`src/rtl/ks_adder_pkg.sv`:
```
// rtl/ks_adder_pkg.sv - shared constants, helper function and stage record header for ks_adder_pipe
package ks_adder_pkg;

  // Ceiling log2, evaluated at elaboration time to size the prefix tree.
  function automatic int ks_clog2(input int value);
    int r;
    r = 0;
    for (int i = 0; i < 31; i++) begin
      if ((1 << i) < value) r = i + 1;
    end
    return r;
  endfunction

  // Width-independent part of a pipeline stage record. The user module
  // wraps it with its WIDTH-sized G, P and p_orig vectors.
  typedef struct packed {
    logic valid;
    logic cin;
  } ks_stage_hdr_t;

endpackage

```
`src/rtl/ks_prefix_level.sv`:
```
// rtl/ks_prefix_level.sv - one combinational Kogge-Stone prefix level
//
// Ports:
//   g_in / p_in   : group generate / propagate from the previous level
//   g_out / p_out : combined with the bit DIST positions below
// Bits below DIST have no partner at this level and pass through unchanged.
module ks_prefix_level #(
  parameter int WIDTH = 16,
  parameter int DIST  = 1
) (
  input  logic [WIDTH-1:0] g_in,
  input  logic [WIDTH-1:0] p_in,
  output logic [WIDTH-1:0] g_out,
  output logic [WIDTH-1:0] p_out
);

  for (genvar i = 0; i < WIDTH; i++) begin : g_bit
    if (i >= DIST) begin : g_op
      assign g_out[i] = g_in[i] | (p_in[i] & g_in[i-DIST]);
      assign p_out[i] = p_in[i] & p_in[i-DIST];
    end else begin : g_pass
      assign g_out[i] = g_in[i];
      assign p_out[i] = p_in[i];
    end
  end

endmodule

```
`src/rtl/ks_adder_pipe.sv`:
```
// rtl/ks_adder_pipe.sv - pipelined Kogge-Stone adder, one register stage per prefix level
//
// Ports:
//   clk, rst             : rising-edge clock, synchronous active-high reset
//   in_valid / in_ready  : operand handshake (in_ready = global advance)
//   a, b, cin            : operands and carry-in, sampled on transfer only
//   sub                  : subtract select (only when KSA_SUB_EN is defined)
//   out_valid / out_ready: result handshake
//   sum, cout, ovf       : a+b+cin mod 2^WIDTH, carry out, signed overflow
// Optional feature macro: KSA_SUB_EN (adds the sub port and b inversion).
// Latency is LEVELS+1 cycles; any output stall freezes every stage.
module ks_adder_pipe
  import ks_adder_pkg::*;
#(
  parameter int WIDTH = 16
) (
  input  logic             clk,
  input  logic             rst,
  input  logic             in_valid,
  output logic             in_ready,
  input  logic [WIDTH-1:0] a,
  input  logic [WIDTH-1:0] b,
  input  logic             cin,
`ifdef KSA_SUB_EN
  input  logic             sub,
`endif
  output logic             out_valid,
  input  logic             out_ready,
  output logic [WIDTH-1:0] sum,
  output logic             cout,
  output logic             ovf
);

  localparam int LEVELS = ks_clog2(WIDTH);

  typedef struct packed {
    ks_stage_hdr_t    hdr;
    logic [WIDTH-1:0] g;
    logic [WIDTH-1:0] p;
    logic [WIDTH-1:0] p_orig;
  } stage_t;

  logic             advance;
  logic [WIDTH-1:0] b_eff;
  logic             cin_eff;
  stage_t           gp_d;
  stage_t           stage_q [LEVELS+1];
  logic [WIDTH-1:0] g_nx [1:LEVELS];
  logic [WIDTH-1:0] p_nx [1:LEVELS];
  logic [WIDTH-1:0] carry_in;

`ifdef KSA_SUB_EN
  // a - b = a + ~b + 1; the caller's cin is ignored while subtracting.
  assign b_eff   = sub ? ~b : b;
  assign cin_eff = sub | cin;
`else
  assign b_eff   = b;
  assign cin_eff = cin;
`endif

  // A stalled output blocks the whole pipe; no bubble collapsing.
  assign advance  = !out_valid | out_ready;
  assign in_ready = advance;

  // Stage 0: bitwise generate/propagate, carry-in folded into g[0] so that
  // the final G[i] is the true carry out of bit i.
  always_comb begin
    gp_d           = '0;
    gp_d.hdr.valid = in_valid;
    gp_d.hdr.cin   = cin_eff;
    gp_d.p         = a ^ b_eff;
    gp_d.p_orig    = a ^ b_eff;
    gp_d.g         = a & b_eff;
    gp_d.g[0]      = (a[0] & b_eff[0]) | ((a[0] ^ b_eff[0]) & cin_eff);
  end

  for (genvar k = 1; k <= LEVELS; k++) begin : g_level
    ks_prefix_level #(
      .WIDTH (WIDTH),
      .DIST  (1 << (k - 1))
    ) u_level (
      .g_in  (stage_q[k-1].g),
      .p_in  (stage_q[k-1].p),
      .g_out (g_nx[k]),
      .p_out (p_nx[k])
    );
  end

  always_ff @(posedge clk) begin
    if (rst) begin
      for (int k = 0; k <= LEVELS; k++) begin
        stage_q[k] <= '0;
      end
    end else if (advance) begin
      stage_q[0] <= gp_d;
      for (int k = 1; k <= LEVELS; k++) begin
        stage_q[k].hdr    <= stage_q[k-1].hdr;
        stage_q[k].p_orig <= stage_q[k-1].p_orig;
        stage_q[k].g      <= g_nx[k];
        stage_q[k].p      <= p_nx[k];
      end
    end
  end

  // Output decode straight from the last register: carry into bit i is the
  // prefix carry out of bit i-1, bit 0 takes the carried-along cin.
  assign carry_in  = {stage_q[LEVELS].g[WIDTH-2:0], stage_q[LEVELS].hdr.cin};
  assign sum       = stage_q[LEVELS].p_orig ^ carry_in;
  assign cout      = stage_q[LEVELS].g[WIDTH-1];
  assign ovf       = stage_q[LEVELS].g[WIDTH-1] ^ stage_q[LEVELS].g[WIDTH-2];
  assign out_valid = stage_q[LEVELS].hdr.valid;

endmodule

```
`config.mk`:
```
export PLATFORM = sky130hd
export DESIGN_NAME = ks_adder_pipe
export DESIGN_NICKNAME = d
export VERILOG_FILES = /design/src/rtl/ks_adder_pkg.sv /design/src/rtl/ks_prefix_level.sv /design/src/rtl/ks_adder_pipe.sv
export SDC_FILE = /design/constraint.sdc
export NUM_CORES = 1
export LEC_CHECK = 0
export ABC_AREA = 1
export BUFFER_PORTS_ARGS = -buffer_cell sky130_fd_sc_hd__buf_2
export CORE_MARGIN = 10
export CORE_UTILIZATION = 57
export DETAILED_ROUTE_END_ITERATION = 6
export PLACE_DENSITY_LB_ADDON = 0.1
export SLEW_MARGIN = 20
export SYNTH_ARGS = -nofsm -noshare
export SYNTH_HDL_FRONTEND = slang
export SYNTH_HIERARCHICAL = 1
export SYNTH_SLANG_ARGS = --single-unit
```
`constraint.sdc`:
```
create_clock -name clk -period 11 [get_ports clk]
set_clock_uncertainty 0.05 [all_clocks]
set_input_delay 1.1 -clock clk [delete_from_list [all_inputs] [get_ports clk]]
set_output_delay 1.1 -clock clk [all_outputs]
set_load 0.05 [all_outputs]
```
==> flow_summary.yaml <==
placement:
  place_ws_ns: 6.95
  routabilityCongestion: 0.747
  port_buffers: 56
  hpwl_um: 7730
power_and_ir_drop:
  p_per_area_nw_per_um2: 163
  p_leak_nw: 4.77
  vdd_ir_drop_max_mv: 0.105
  finalPower_mw: 1.64
clocking:
  clock_latency_ns: 0.48
  clkTransAtPathRegs_ns: 0.06
  cts_resized: 0
  root_buffer: "clkbuf_16"
  holdBufCountCts: 0
  cts_sinks: 204
  post_cts_buffers: 0
  cts_max_level: 1
  cts_tree: "done"
  cts-buffers-inserted: 21
  clockBufferDepth: 3
synth:
  netlist_area_um2: 9160
  synthCells: 904
  yosys_warnings: 6
  syn-num-nets: 957
  avgSynthCellArea_um2: 10.1
timing:
  post-route-period-util_pct: 32.2
  drv_slew: 0
  slew_headroom_pct: 31.2
  worst_slack_ns: 7.46
  layout_min_cycle_time_ns: 3.54
  rsz0062_at_grt: "false"
  finalHoldViolCount: 0
  max_freq_ghz: 0.283
  setup_violations: 0
  worst-slew-pin-transition_ns: 1.03
  fin_setup_tns_ns: 0
routing:
  firstDrtPassIters: 7
  antenna_left: 0
  routed_wl_um: 12100
  via_per_inst: 4.20
  drt-initial-drc-count: 255
  num_vias: 4943
  drc: 2
  routedWlPerCell_um: 10.3
global_route:
  grt_use_met2_pct: 19.0
  use_met3_pct: 3.04
  met1_usage_pct: 14.4
  grt_max_degree: 111
  grt_first_pass_wirelength_um: 21400
  gr-usage-all-layers_pct: 11.5
  top_usage_layer: "met2"
  antenna_found_initial: 0
  overflow: 0
  first_global_vias: 4999
cells_and_area:
  num_antenna_cells: 0
  largest_reg_flops: 204
  finalNetCount: 1000
  drive_gt1_share_pct: 9.68
  syn_to_final_growth_pct: 10.2
  largestRegisters: "stage_q x204"
  top_register: "stage_q"
setup_path:
  crit_required_ns: 11.05
  worstReg2RegEnd: "stage_q[4][38]$_DFFE_PP_"
  critPathMostFrequentCell: "buf_4"
  crit_buf_inv: 4
  critPathLaunchType: "input pin"
  rrSetupSlack_ns: 7.81
  critPathCaptureType: "flip-flop"
  cp_slowest_stage_delay_ns: 0.85
  rr_worst_depth: 3
  cp_max_fo: 85
  critical_path_class: "in2reg"
  worst_path_max_delay_cell: "buf_4"
  crit_path_cell_trace: "buf_2 -> inv_1 -> nand3_4 -> buf_4 -> buf_4"
  cp.arrival_ns: 3.59
  cp_top_family: "buffers and inverters"
  crit-reg2reg-launch: "stage_q[4][49]$_SDFFCE_PN0P_"
floorplanning:
  ioPinCount: 57
  placementRows: 46
  die_h_um: 147
  core_area_um2: 15800
  start_util_pct: 57.8
  fp.dieW_um: 147
  die-area_um2: 21500
run_status:
  status: "finished with violations"
  violations: "design-rule violations"
worst_hold_path:
  min_to: "stage_q[4][8]$_DFFE_PP_"
  holdPathStages: 2
  hp-class: "reg2reg"
  min_from: "stage_q[3][8]$_SDFFCE_PN0P_"
flow_run:
  maxCapViolations: 0
-- metal layers --
layer / wire length, um / vias up
li1: - / 2714
met1: 5820 / 2121
met2: 5480 / 89
met3: 586 / 19
met4: 227 / 0
met5: 0 / -
-- per-stage QoR --
stage	cell area (um^2)	utilization, %	hold WS [ns]	instances
3_3_place_gp	9450	59.7	0.473	1140
3_5_place_dp	9450	59.7	0.484	1140
2_1_floorplan	9160	-	0.469	904
5_1_grt	10100	63.8	0.523	1177
4_1_cts	10100	63.7	0.498	1177
6_report	10100	63.8	0.494	1177
-- report_power, final --
group	switching [mW]	total [mW]	internal [mW]
sequential	0.0154	0.900	0.885
clock	0.262	0.659	0.397
combinational	0.0565	0.0844	0.0279
-- cell usage in the layout (no fill, tap or decap), drive strengths merged --
master,count
edfxtp,204
xor2,17
inv,288
nand2,134
ha,16
nor2,204
buf,59
a21oi,1
clkinv,7
bufinv,2
clkbuf,28
nand3,1
-- worst max path at each step --
stage | slack [ns] | to | from | cells after the start
2_1_floorplan | 3.17 | stage_q[0][15]$_SDFFCE_PN0P_ | rst | 2
3_3_place_gp | 7.04 | stage_q[4][39]$_DFFE_PP_ | rst | 5
3_5_place_dp | 6.95 | stage_q[3][15]$_SDFFCE_PN0P_ | rst | 5
4_1_cts | 7.47 | stage_q[4][7]$_DFFE_PP_ | rst | 5
5_1_grt | 7.22 | stage_q[3][8]$_SDFFCE_PN0P_ | rst | 5
6_report | 7.46 | stage_q[4][38]$_DFFE_PP_ | rst | 5
-- tightest hold or removal path, delay by kind of cell (launching register included) --
family	cells	cell delay, ns
simple gates	1	0.08
buf+inv	1	0.04
flops	1	0.31
-- area by class of cell --
| type | instances | area [um^2] |
|---|---|---|
| Clock buffer | 28 | 552 |
| Inverter | 288 | 1080 |
| Tap cell | 216 | 270 |
| Clock inverter | 9 | 87.6 |
| Multi-Input combinational cell | 373 | 1670 |
| Timing Repair Buffer | 59 | 303 |
| Sequential cell | 204 | 6130 |
| Fill cell | 1343 | 5730 |
(Power assumes the default switching activity.)
